--- src/rtl/fp_mul_pipe.sv ---
// fp_mul_pipe: 3-stage pipelined floating-point multiplier with flush-to-zero inputs, rounding and exception flags.
// Define FP_MUL_RMODE_EN to add the rmode port (00 RNE, 01 RTZ, 10 RUP, 11 RDN); otherwise rounding is RNE only.
module fp_mul_pipe #(
  parameter int EXP_W = 8,
  parameter int MAN_W = 23,
  localparam int W = 1 + EXP_W + MAN_W
) (
  input  logic         clk,
  input  logic         rst,
  input  logic         in_valid,
  output logic         in_ready,
  input  logic [W-1:0] a,
  input  logic [W-1:0] b,
`ifdef FP_MUL_RMODE_EN
  input  logic [1:0]   rmode,
`endif
  output logic         out_valid,
  input  logic         out_ready,
  output logic [W-1:0] result,
  output logic [3:0]   flags
);

  localparam int EW = EXP_W + 3;
  localparam int PW = 2 * MAN_W + 2;
  localparam logic signed [EW-1:0] BIAS_S   = EW'((1 << (EXP_W - 1)) - 1);
  localparam logic signed [EW-1:0] EXP_MAX  = EW'((1 << EXP_W) - 1);
  localparam logic signed [EW-1:0] EXP_ZERO = '0;
  localparam logic [W-1:0] QNAN = {1'b1, {EXP_W{1'b1}}, 1'b1, {(MAN_W-1){1'b0}}};

  logic advance;
  logic [1:0] in_rm;

  logic                 s1_valid_q, s1_valid_d, s1_sign_q, s1_sign_d;
  logic signed [EW-1:0] s1_exp_q, s1_exp_d;
  logic [MAN_W:0]       s1_ma_q, s1_ma_d, s1_mb_q, s1_mb_d;
  logic                 s1_special_q, s1_special_d, s1_spec_inv_q, s1_spec_inv_d;
  logic [W-1:0]         s1_spec_res_q, s1_spec_res_d;
  logic [1:0]           s1_rm_q, s1_rm_d;

  logic                 s2_valid_q, s2_valid_d, s2_sign_q, s2_sign_d;
  logic signed [EW-1:0] s2_exp_q, s2_exp_d;
  logic [PW-1:0]        s2_prod_q, s2_prod_d;
  logic                 s2_special_q, s2_special_d, s2_spec_inv_q, s2_spec_inv_d;
  logic [W-1:0]         s2_spec_res_q, s2_spec_res_d;
  logic [1:0]           s2_rm_q, s2_rm_d;

  logic                 out_valid_q, out_valid_d;
  logic [W-1:0]         result_q, result_d;
  logic [3:0]           flags_q, flags_d;

`ifdef FP_MUL_RMODE_EN
  assign in_rm = rmode;
`else
  assign in_rm = 2'b00;
`endif

  assign advance   = !out_valid_q || out_ready;
  assign in_ready  = advance;
  assign out_valid = out_valid_q;
  assign result    = result_q;
  assign flags     = flags_q;

  // Stage 1: unpack, classify, sign and biased exponent sum
  logic [EXP_W-1:0] a_exp, b_exp;
  logic [MAN_W-1:0] a_frac, b_frac;
  logic a_nan, b_nan, a_inf, b_inf, a_zero, b_zero, a_snan, b_snan, prod_sign;

  assign a_exp     = a[W-2:MAN_W];
  assign b_exp     = b[W-2:MAN_W];
  assign a_frac    = a[MAN_W-1:0];
  assign b_frac    = b[MAN_W-1:0];
  assign a_nan     = (a_exp == '1) && (a_frac != '0);
  assign b_nan     = (b_exp == '1) && (b_frac != '0);
  assign a_inf     = (a_exp == '1) && (a_frac == '0);
  assign b_inf     = (b_exp == '1) && (b_frac == '0);
  assign a_zero    = (a_exp == '0);
  assign b_zero    = (b_exp == '0);
  assign a_snan    = a_nan && !a_frac[MAN_W-1];
  assign b_snan    = b_nan && !b_frac[MAN_W-1];
  assign prod_sign = a[W-1] ^ b[W-1];

  always_comb begin
    s1_valid_d    = s1_valid_q;
    s1_sign_d     = s1_sign_q;
    s1_exp_d      = s1_exp_q;
    s1_ma_d       = s1_ma_q;
    s1_mb_d       = s1_mb_q;
    s1_special_d  = s1_special_q;
    s1_spec_inv_d = s1_spec_inv_q;
    s1_spec_res_d = s1_spec_res_q;
    s1_rm_d       = s1_rm_q;
    if (advance) begin
      s1_valid_d    = in_valid;
      s1_sign_d     = prod_sign;
      s1_exp_d      = $signed({3'b000, a_exp}) + $signed({3'b000, b_exp}) - BIAS_S;
      s1_ma_d       = {1'b1, a_frac};
      s1_mb_d       = {1'b1, b_frac};
      s1_rm_d       = in_rm;
      s1_special_d  = 1'b1;
      s1_spec_inv_d = 1'b0;
      s1_spec_res_d = '0;
      // Priority: NaN, inf*0, inf, zero (subnormals count as zero)
      if (a_nan || b_nan) begin
        s1_spec_res_d = QNAN;
        s1_spec_inv_d = a_snan || b_snan;
      end else if ((a_inf && b_zero) || (b_inf && a_zero)) begin
        s1_spec_res_d = QNAN;
        s1_spec_inv_d = 1'b1;
      end else if (a_inf || b_inf) begin
        s1_spec_res_d = {prod_sign, {EXP_W{1'b1}}, {MAN_W{1'b0}}};
      end else if (a_zero || b_zero) begin
        s1_spec_res_d = {prod_sign, {(W-1){1'b0}}};
      end else begin
        s1_special_d  = 1'b0;
      end
    end
  end

  // Stage 2: significand multiply
  always_comb begin
    s2_valid_d    = s2_valid_q;
    s2_sign_d     = s2_sign_q;
    s2_exp_d      = s2_exp_q;
    s2_prod_d     = s2_prod_q;
    s2_special_d  = s2_special_q;
    s2_spec_inv_d = s2_spec_inv_q;
    s2_spec_res_d = s2_spec_res_q;
    s2_rm_d       = s2_rm_q;
    if (advance) begin
      s2_valid_d    = s1_valid_q;
      s2_sign_d     = s1_sign_q;
      s2_exp_d      = s1_exp_q;
      s2_prod_d     = PW'(s1_ma_q) * PW'(s1_mb_q);
      s2_special_d  = s1_special_q;
      s2_spec_inv_d = s1_spec_inv_q;
      s2_spec_res_d = s1_spec_res_q;
      s2_rm_d       = s1_rm_q;
    end
  end

  // Stage 3: normalise, round, detect range exceptions, pack
  logic                 top, guard, sticky, inc, carry, sat_max;
  logic [MAN_W-1:0]     frac_t;
  logic [MAN_W:0]       rnd;
  logic signed [EW-1:0] exp_n, exp_r;

  always_comb begin
    top     = s2_prod_q[PW-1];
    frac_t  = top ? s2_prod_q[PW-2:MAN_W+1] : s2_prod_q[PW-3:MAN_W];
    guard   = top ? s2_prod_q[MAN_W] : s2_prod_q[MAN_W-1];
    sticky  = top ? |s2_prod_q[MAN_W-1:0] : |s2_prod_q[MAN_W-2:0];
    exp_n   = s2_exp_q + $signed({{(EW-1){1'b0}}, top});
    case (s2_rm_q)
      2'b01:   inc = 1'b0;
      2'b10:   inc = !s2_sign_q && (guard || sticky);
      2'b11:   inc = s2_sign_q && (guard || sticky);
      default: inc = guard && (sticky || frac_t[0]);
    endcase
    rnd     = {1'b0, frac_t} + {{MAN_W{1'b0}}, inc};
    carry   = rnd[MAN_W];
    exp_r   = exp_n + $signed({{(EW-1){1'b0}}, carry});
    // Directed modes rounding away from the overflow sign saturate to max finite
    sat_max = (s2_rm_q == 2'b01) || (s2_rm_q == 2'b10 && s2_sign_q) ||
              (s2_rm_q == 2'b11 && !s2_sign_q);

    out_valid_d = out_valid_q;
    result_d    = result_q;
    flags_d     = flags_q;
    if (advance) begin
      out_valid_d = s2_valid_q;
      if (s2_special_q) begin
        result_d = s2_spec_res_q;
        flags_d  = {s2_spec_inv_q, 3'b000};
      end else if (exp_r >= EXP_MAX) begin
        result_d = sat_max ? {s2_sign_q, {(EXP_W-1){1'b1}}, 1'b0, {MAN_W{1'b1}}}
                           : {s2_sign_q, {EXP_W{1'b1}}, {MAN_W{1'b0}}};
        flags_d  = 4'b0101;
      end else if (exp_r <= EXP_ZERO) begin
        result_d = {s2_sign_q, {(W-1){1'b0}}};
        flags_d  = 4'b0011;
      end else begin
        result_d = {s2_sign_q, exp_r[EXP_W-1:0], rnd[MAN_W-1:0]};
        flags_d  = {3'b000, guard || sticky};
      end
    end
  end

  always_ff @(posedge clk or posedge rst) begin
    if (rst) begin
      s1_valid_q    <= 1'b0;
      s1_sign_q     <= 1'b0;
      s1_exp_q      <= '0;
      s1_ma_q       <= '0;
      s1_mb_q       <= '0;
      s1_special_q  <= 1'b0;
      s1_spec_inv_q <= 1'b0;
      s1_spec_res_q <= '0;
      s1_rm_q       <= '0;
      s2_valid_q    <= 1'b0;
      s2_sign_q     <= 1'b0;
      s2_exp_q      <= '0;
      s2_prod_q     <= '0;
      s2_special_q  <= 1'b0;
      s2_spec_inv_q <= 1'b0;
      s2_spec_res_q <= '0;
      s2_rm_q       <= '0;
      out_valid_q   <= 1'b0;
      result_q      <= '0;
      flags_q       <= '0;
    end else begin
      s1_valid_q    <= s1_valid_d;
      s1_sign_q     <= s1_sign_d;
      s1_exp_q      <= s1_exp_d;
      s1_ma_q       <= s1_ma_d;
      s1_mb_q       <= s1_mb_d;
      s1_special_q  <= s1_special_d;
      s1_spec_inv_q <= s1_spec_inv_d;
      s1_spec_res_q <= s1_spec_res_d;
      s1_rm_q       <= s1_rm_d;
      s2_valid_q    <= s2_valid_d;
      s2_sign_q     <= s2_sign_d;
      s2_exp_q      <= s2_exp_d;
      s2_prod_q     <= s2_prod_d;
      s2_special_q  <= s2_special_d;
      s2_spec_inv_q <= s2_spec_inv_d;
      s2_spec_res_q <= s2_spec_res_d;
      s2_rm_q       <= s2_rm_d;
      out_valid_q   <= out_valid_d;
      result_q      <= result_d;
      flags_q       <= flags_d;
    end
  end

endmodule

--- config.mk ---
export PLATFORM = sky130hd
export DESIGN_NAME = fp_mul_pipe
export DESIGN_NICKNAME = d
export VERILOG_FILES = /design/src/rtl/fp_mul_pipe.sv
export SDC_FILE = /design/constraint.sdc
export NUM_CORES = 2
export LEC_CHECK = 0
export ABC_AREA = 0
export BUFFER_PORTS_ARGS = -buffer_cell sky130_fd_sc_hd__clkbuf_2
export CAP_MARGIN = 20
export CORE_MARGIN = 2
export CORE_UTILIZATION = 40
export DETAILED_ROUTE_END_ITERATION = 16
export GPL_TIMING_DRIVEN = 0
export MAX_ROUTING_LAYER = met4
export PLACE_DENSITY_LB_ADDON = 0.2
export SLEW_MARGIN = 20
export SYNTH_ARGS = -nofsm -noshare
export SYNTH_HDL_FRONTEND = slang
export SYNTH_SLANG_ARGS = --single-unit
--- constraint.sdc ---
create_clock -name clk -period 6.25 [get_ports clk]
set_clock_uncertainty 0.2 [all_clocks]
set_input_delay 0.3125 -clock clk [delete_from_list [all_inputs] [get_ports clk]]
set_output_delay 0.3125 -clock clk [all_outputs]
set_load 0.01 [all_outputs]
; ---- Word level (Yosys, flattened, before mapping)
; Index checks and enable logic that the tools add are counted.
[totals]
ff_bits = 227
inputBits = 68
out_inout_bits = 38
wordCells = 76
[classes]
addsub = 5
n_mul = 1
order_cmp = 2
eq_ne = 2
n_mux = 19
bitwise_logic = 1
n_reduce_logical = 28
[ops]
columns = operator, n
row1 = 32-bit 2-to-1 mux, 5
row2 = 31-bit 2-to-1 mux, 2
row3 = 24-bit by 24-bit multiplier with 48-bit output, 1
row4 = 23-bit zero test, 2
row5 = 23-bit nonzero test, 2
row6 = 23-bit by 1-bit adder with 24-bit output, 1
row7 = 23-bit 2-to-1 mux, 1
row8 = 23-bit OR reduction, 1
row9 = 11-bit by 2-bit adder with 11-bit output, 2
row10 = 22-bit OR reduction, 1
row11 = "8-bit equality test, second input constant", 2
row12 = 8-bit zero test, 2
row13 = "11-bit by 9-bit >= comparator with 1-bit output, second input constant", 1
row14 = "11-bit by 1-bit less-or-equal comparator with 1-bit output, second input constant", 1
row15 = "9-bit by 7-bit subtractor with 10-bit output, second input constant", 1
row16 = 8-bit by 8-bit adder with 9-bit output, 1
row17 = 1-bit logical AND, 9
row18 = 1-bit logical OR, 8
row19 = 1-bit 2-to-1 mux, 8
row20 = 4-bit 2-to-1 mux, 1
row21 = 1-bit zero test, 3
row22 = 3-bit 2-to-1 mux, 1
row23 = 2-bit 2-to-1 mux, 1
row24 = 1-bit XOR, 1

; ---- Longest topological paths before layout
[depth]
ltp_word = 10
ltp_mapped = 27
mapped_depth_nobuf = 24

; ---- Worst setup path after synthesis
; Ideal clock, no wire load.
[synth_timing]
kind = register to register
from = register s1_mb_q[3]
to = register s2_prod_q[44]
setup_time_ps = 120
arrival_time_ps = 6512
required_time_ps = 5930
setup_slack_ps = -582
path_stages_with_launch = 26
path_buffers = 3
period_less_slack_ps = 6832
path_cell_list = dfrtp_1 clkbuf_1 clkbuf_1 nand2_1 fa_1 inv_1 fa_1 inv_1 fa_1 fa_1 inv_1 fa_1 fa_1 inv_1 fa_1 inv_1 ha_1 buf_2 a21o_1 o21bai_1 a211oi_2 o22a_2 a21o_4 a2111oi_4 or4_1 a31o_1
[synth_between]
elab_chain_cells = 1
[synth_rtl]
columns = item, line
row1 = from (decl), 35  ; logic [MAN_W:0] s1_ma_q, s1_ma_d, s1_mb_q, s1_mb_d;
row2 = from (signal assigned), 215  ; s1_mb_q <= s1_mb_d;
row3 = 24-bit by 24-bit multiplier with 48-bit output, 133  ; s2_prod_d = PW'(s1_ma_q) * PW'(s1_mb_q);
row4 = to (signal assigned), 223  ; s2_prod_q <= s2_prod_d;
row5 = to (decl), 42  ; logic [PW-1:0] s2_prod_q, s2_prod_d;
; No other way between the ends.
; A chain may end at the register's enable or synchronous reset.

; ---- Final worst setup path
[layout_timing]
from = register s1_mb_q[13]
to = register s2_prod_q[44]
; The elaborated chain is that of the path after synthesis.

==> results by stage <==
Run status:
- The run finished, with violations left.
- The checks that failed: negative setup slack.

Finish:
- The layout net count is ~4000.
- The signed area change from the synthesized netlist to the final layout is 23.2%.
- The fraction of final layout cells sized beyond drive strength 1 is ~20%.
- The share of the core filled with cells in the final layout is 49.8%.

Detailed routing:
- The detail route stage leaves a number of antenna-violating nets equal to 0.
- For this block, the initial DRC count from the detailed router was ~1800.
- After detailed routing, the number of remaining DRC violations is 0.
- The number of iterations in the first detailed-routing pass is 6.
- The via total after detailed routing is about 22000.
- In the final routed layout, each cell accounts on average for 22.3 um.
- The aggregate routed wire length is about 95000 um.
- The per-cell via count in the routed design is 5.24.

Clock network:
- The clock-pin slew on the worst setup and hold paths is 0.08 ns.
- The clock latency reported for the late side of the worst-skew pair is 0.46 ns.
- The worst-case clock buffer depth is 2.
- The root buffer cell is clkbuf_16.
- The deepest level of the CTS H-tree is 4.
- The clock tree from TritonCTS is built.
- The clock drives 166 sinks.
- The number of clock buffers added by TritonCTS is 17.

Timing:
- Setup repair after global routing could not meet its margin everywhere.
- The worst pin sits at a relative slew slack of 36.7%.
- The setup TNS is -19.88 ns.
- The number of failing hold endpoints at the final stage was 0.
- The number of setup violations in the final report is 31.
- After layout, the minimum clock period comes to just over 7 ns.
- The maximum clock rate is about 140 MHz.
- The count of pins over their slew limit is 0.
- The worst path setup slack after routing is -0.961 ns.
- The final critical path takes up 115% of the cycle.
- The slew of the pin with the lowest slew margin is 0.941 ns.

Critical path:
- The largest stage delay on the critical path is 0.54 ns.
- The worst register-to-register path begins at s1_mb_q[13].
- The beginning of the critical path is s1_mb_q[13].
- The startpoint type of the worst setup path is a flip-flop.
- Of all nets on the critical path, the largest fanout is 5.
- The category of the worst setup path capture point is a flip-flop.
- The cell that appears most often on the critical path is fa_1.
- The setup slack on the worst flop-to-flop path is -0.96 ns.
- The worst setup path is of the flip-flop to flip-flop kind.
- The required arrival time at the worst endpoint is 6.39 ns.
- For the worst setup path, the data arrival time is 7.35 ns.
- The largest individual stage delay along the critical path comes from the cell fa_1.

Floorplanning:
- The floorplan core area is between 60000 and 70000 um^2.
- The floorplan step set the die width to 264 um.
- The floorplan step defined a die boundary enclosing between 60000 and 70000 um^2.
- The starting density of the core is 40.4%.
- The boundary pin count is ~110.
- The floorplan has 95 rows.
- The die outline height is approximately 260 um.

Global routing:
- The number of antenna violations at the first check in global routing is 2.
- The global-route wire length before repair is ~140000 um.
- Entering global routing, the biggest net connects 89 pins.
- For this run the aggregate overflow at the end of global routing stands at 0.
- The via count of the first global-routing pass is 22900.
- The overall global routing resource usage is 28.6%.

Synth:
- Of the synthesized area, sequential elements account for 15.3%.
- The netlist area before placement is 27100 um^2.
- A synthesized cell averages 8.88 um^2.
- For this run, asynchronously set or reset flops after synthesis account for between 90% and 100%.
- After technology mapping, the gate count stands at 3050.
- Counting flops with a built-in enable in the synthesized netlist gives 0.
- After synthesis the netlist holds a flip-flop and latch count of around 170.
- The flip-flop cell with the highest count after synthesis is dfrtp_1.
- Yosys printed 0 warnings.
- The number of distinct library cell variants in the gate-level netlist after synthesis is 85.
- The number of nets handed over by synthesis was 3794.

Worst hold path:
- The min-delay analysis places its worst path in the category input pin to flip-flop.
- The worst hold path begins at a[31].

Place:
- The global placer's final weighted congestion is 1.00.
- The count of buffers added on input and output ports is 105.
- After legalization and detailed placement, the total HPWL measured 73800 um.

Run:
- The max-cap violation count is 0.
[final timing paths]
check,depth (start not counted),endpoint
max,25,s2_prod_q[44]
min,3,s1_sign_q
max reg2reg,25,s2_prod_q[44]
min reg2reg,2,s1_valid_q
max in group asynchronous,4,s1_mb_q[20]
min in group asynchronous,3,s2_prod_q[8]
[logic make-up after synthesis]
group | synth area share [%]
buf+inv | 10.4
fa+ha+maj | 44.7
xor+xnor | 2.13
mux | 0.688
flops | 15.3
compound gates | 7.29
simple gates | 19.5
[per-layer routing]
layer,GRT usage [%],share of wire (%),vias up
li1,-,-,9927
met1,39.4,44,11500
met2,44.8,46,782
met3,3.10,6.6,134
met4,8.20,3.1,0
met5,-,0,-
[Yosys cell counts (4+ instances only)]
cell type | number | area (um^2)
a21o_1 | 28 | 210
and3_1 | 12 | 75.1
o21ai_1 | 6 | 30.0
buf_2 | 13 | 65.1
inv_1 | 565 | 2120
clkbuf_1 | 137 | 514
mux2i_1 | 13 | 130
fa_1 | 484 | 9690
buf_1 | 4 | 15.0
a211oi_1 | 4 | 30.0
nand2_1 | 591 | 2220
o31ai_1 | 6 | 45.0
a31oi_1 | 11 | 68.8
nand4_1 | 18 | 113
mux2_2 | 5 | 56.3
nand3_1 | 22 | 110
o21a_1 | 4 | 30.0
a211oi_2 | 4 | 50.1
nand2b_1 | 10 | 62.6
a211o_1 | 4 | 35.0
dfrtp_1 | 166 | 4150
nor3b_1 | 4 | 30.0
or4_1 | 6 | 45.0
nor3_1 | 21 | 105
a22o_1 | 19 | 166
a21oi_1 | 101 | 505
nor2_1 | 78 | 293
o21bai_1 | 10 | 75.1
a41oi_1 | 4 | 35.0
xnor2_1 | 40 | 350
ha_1 | 192 | 2400
o21ai_0 | 44 | 220
nor2b_1 | 11 | 68.8
nor4_1 | 22 | 138
xor2_1 | 26 | 228
and2_1 | 288 | 1800
[cells in the final DEF, fill, tap and decap left out, types with 45 or more instances in the layout]
master         synthesis  routed
inv_1                565     538
a21oi_1              101      80
clkbuf_8               3      45
dlygate4sd3_1          0      46
clkbuf_2               0     112
buf_4                  2     121
dfrtp_1              166     125
nand2_1              591     583
nor2_1                78      76
ha_1                 192     174
fa_1                 484     444
and2_1               288     268
[worst max-delay path, delay by kind of cell (launching register included)]
family / cells / cell delay (ns)
AOI/OAI and AO/OA: 7 / 1.37
and+or+nand+nor: 2 / 0.66
adders and majority gates: 8 / 3.76
buffers and inverters: 8 / 0.60
DFF: 1 / 0.49
[cell type report]
| type | instances | area, um^2 |
|---|---|---|
| Inverter | 565 | 2130 |
| Antenna cell | 1 | 2.50 |
| Tap cell | 873 | 1090 |
| Fill cell | 6410 | 33700 |
| Clock buffer | 18 | 429 |
| Timing Repair Buffer | 308 | 2420 |
| Clock inverter | 14 | 186 |
| Buffer | 157 | 1780 |
| Sequential cell | 166 | 4210 |
| Multi-Input combinational cell | 2157 | 21100 |
[sequential cells by signal, summed over array words and instances (netlist names)]
register and cells:
s2_prod_q 48, result 32, s1_ma_q 24, s1_mb_q 23, s1_exp_q 10, s2_exp_q 10
flags 4, s1_spec_res_q 3, s2_spec_res_q 3, out_valid 1, s1_sign_q 1, s1_spec_inv_q 1
s1_special_q 1, s1_valid_q 1, s2_sign_q 1, s2_spec_inv_q 1, s2_special_q 1, s2_valid_q 1
[metrics by stage]
stage | std cells | instance area, um^2 | setup slack, ns | hold slack [ns]
global placement | 4028 | 29100 | -1.86 | 0.252
detailed placement | 4029 | 29200 | -1.75 | 0.255
floorplan | 3050 | 27500 | -0.399 | 0.225
finish | 4259 | 33400 | -0.961 | 0.0163
global route | 4259 | 33400 | -1.09 | 0.0532
CTS | 4197 | 32400 | -0.912 | 0.000212
[repair_timing]
item,in CTS,in global routing
pin swaps,83,97
endpoints found under the hold margin,132,0
cloned,1,2
hold buffers,46,0
gates resized for setup,355,165
endpoints found under the setup margin,38,63
buffers inserted,91,65
Power is left out: the tool's default activity adds up to more than one toggle a clock period on the data nets, which glitch-free logic cannot reach.
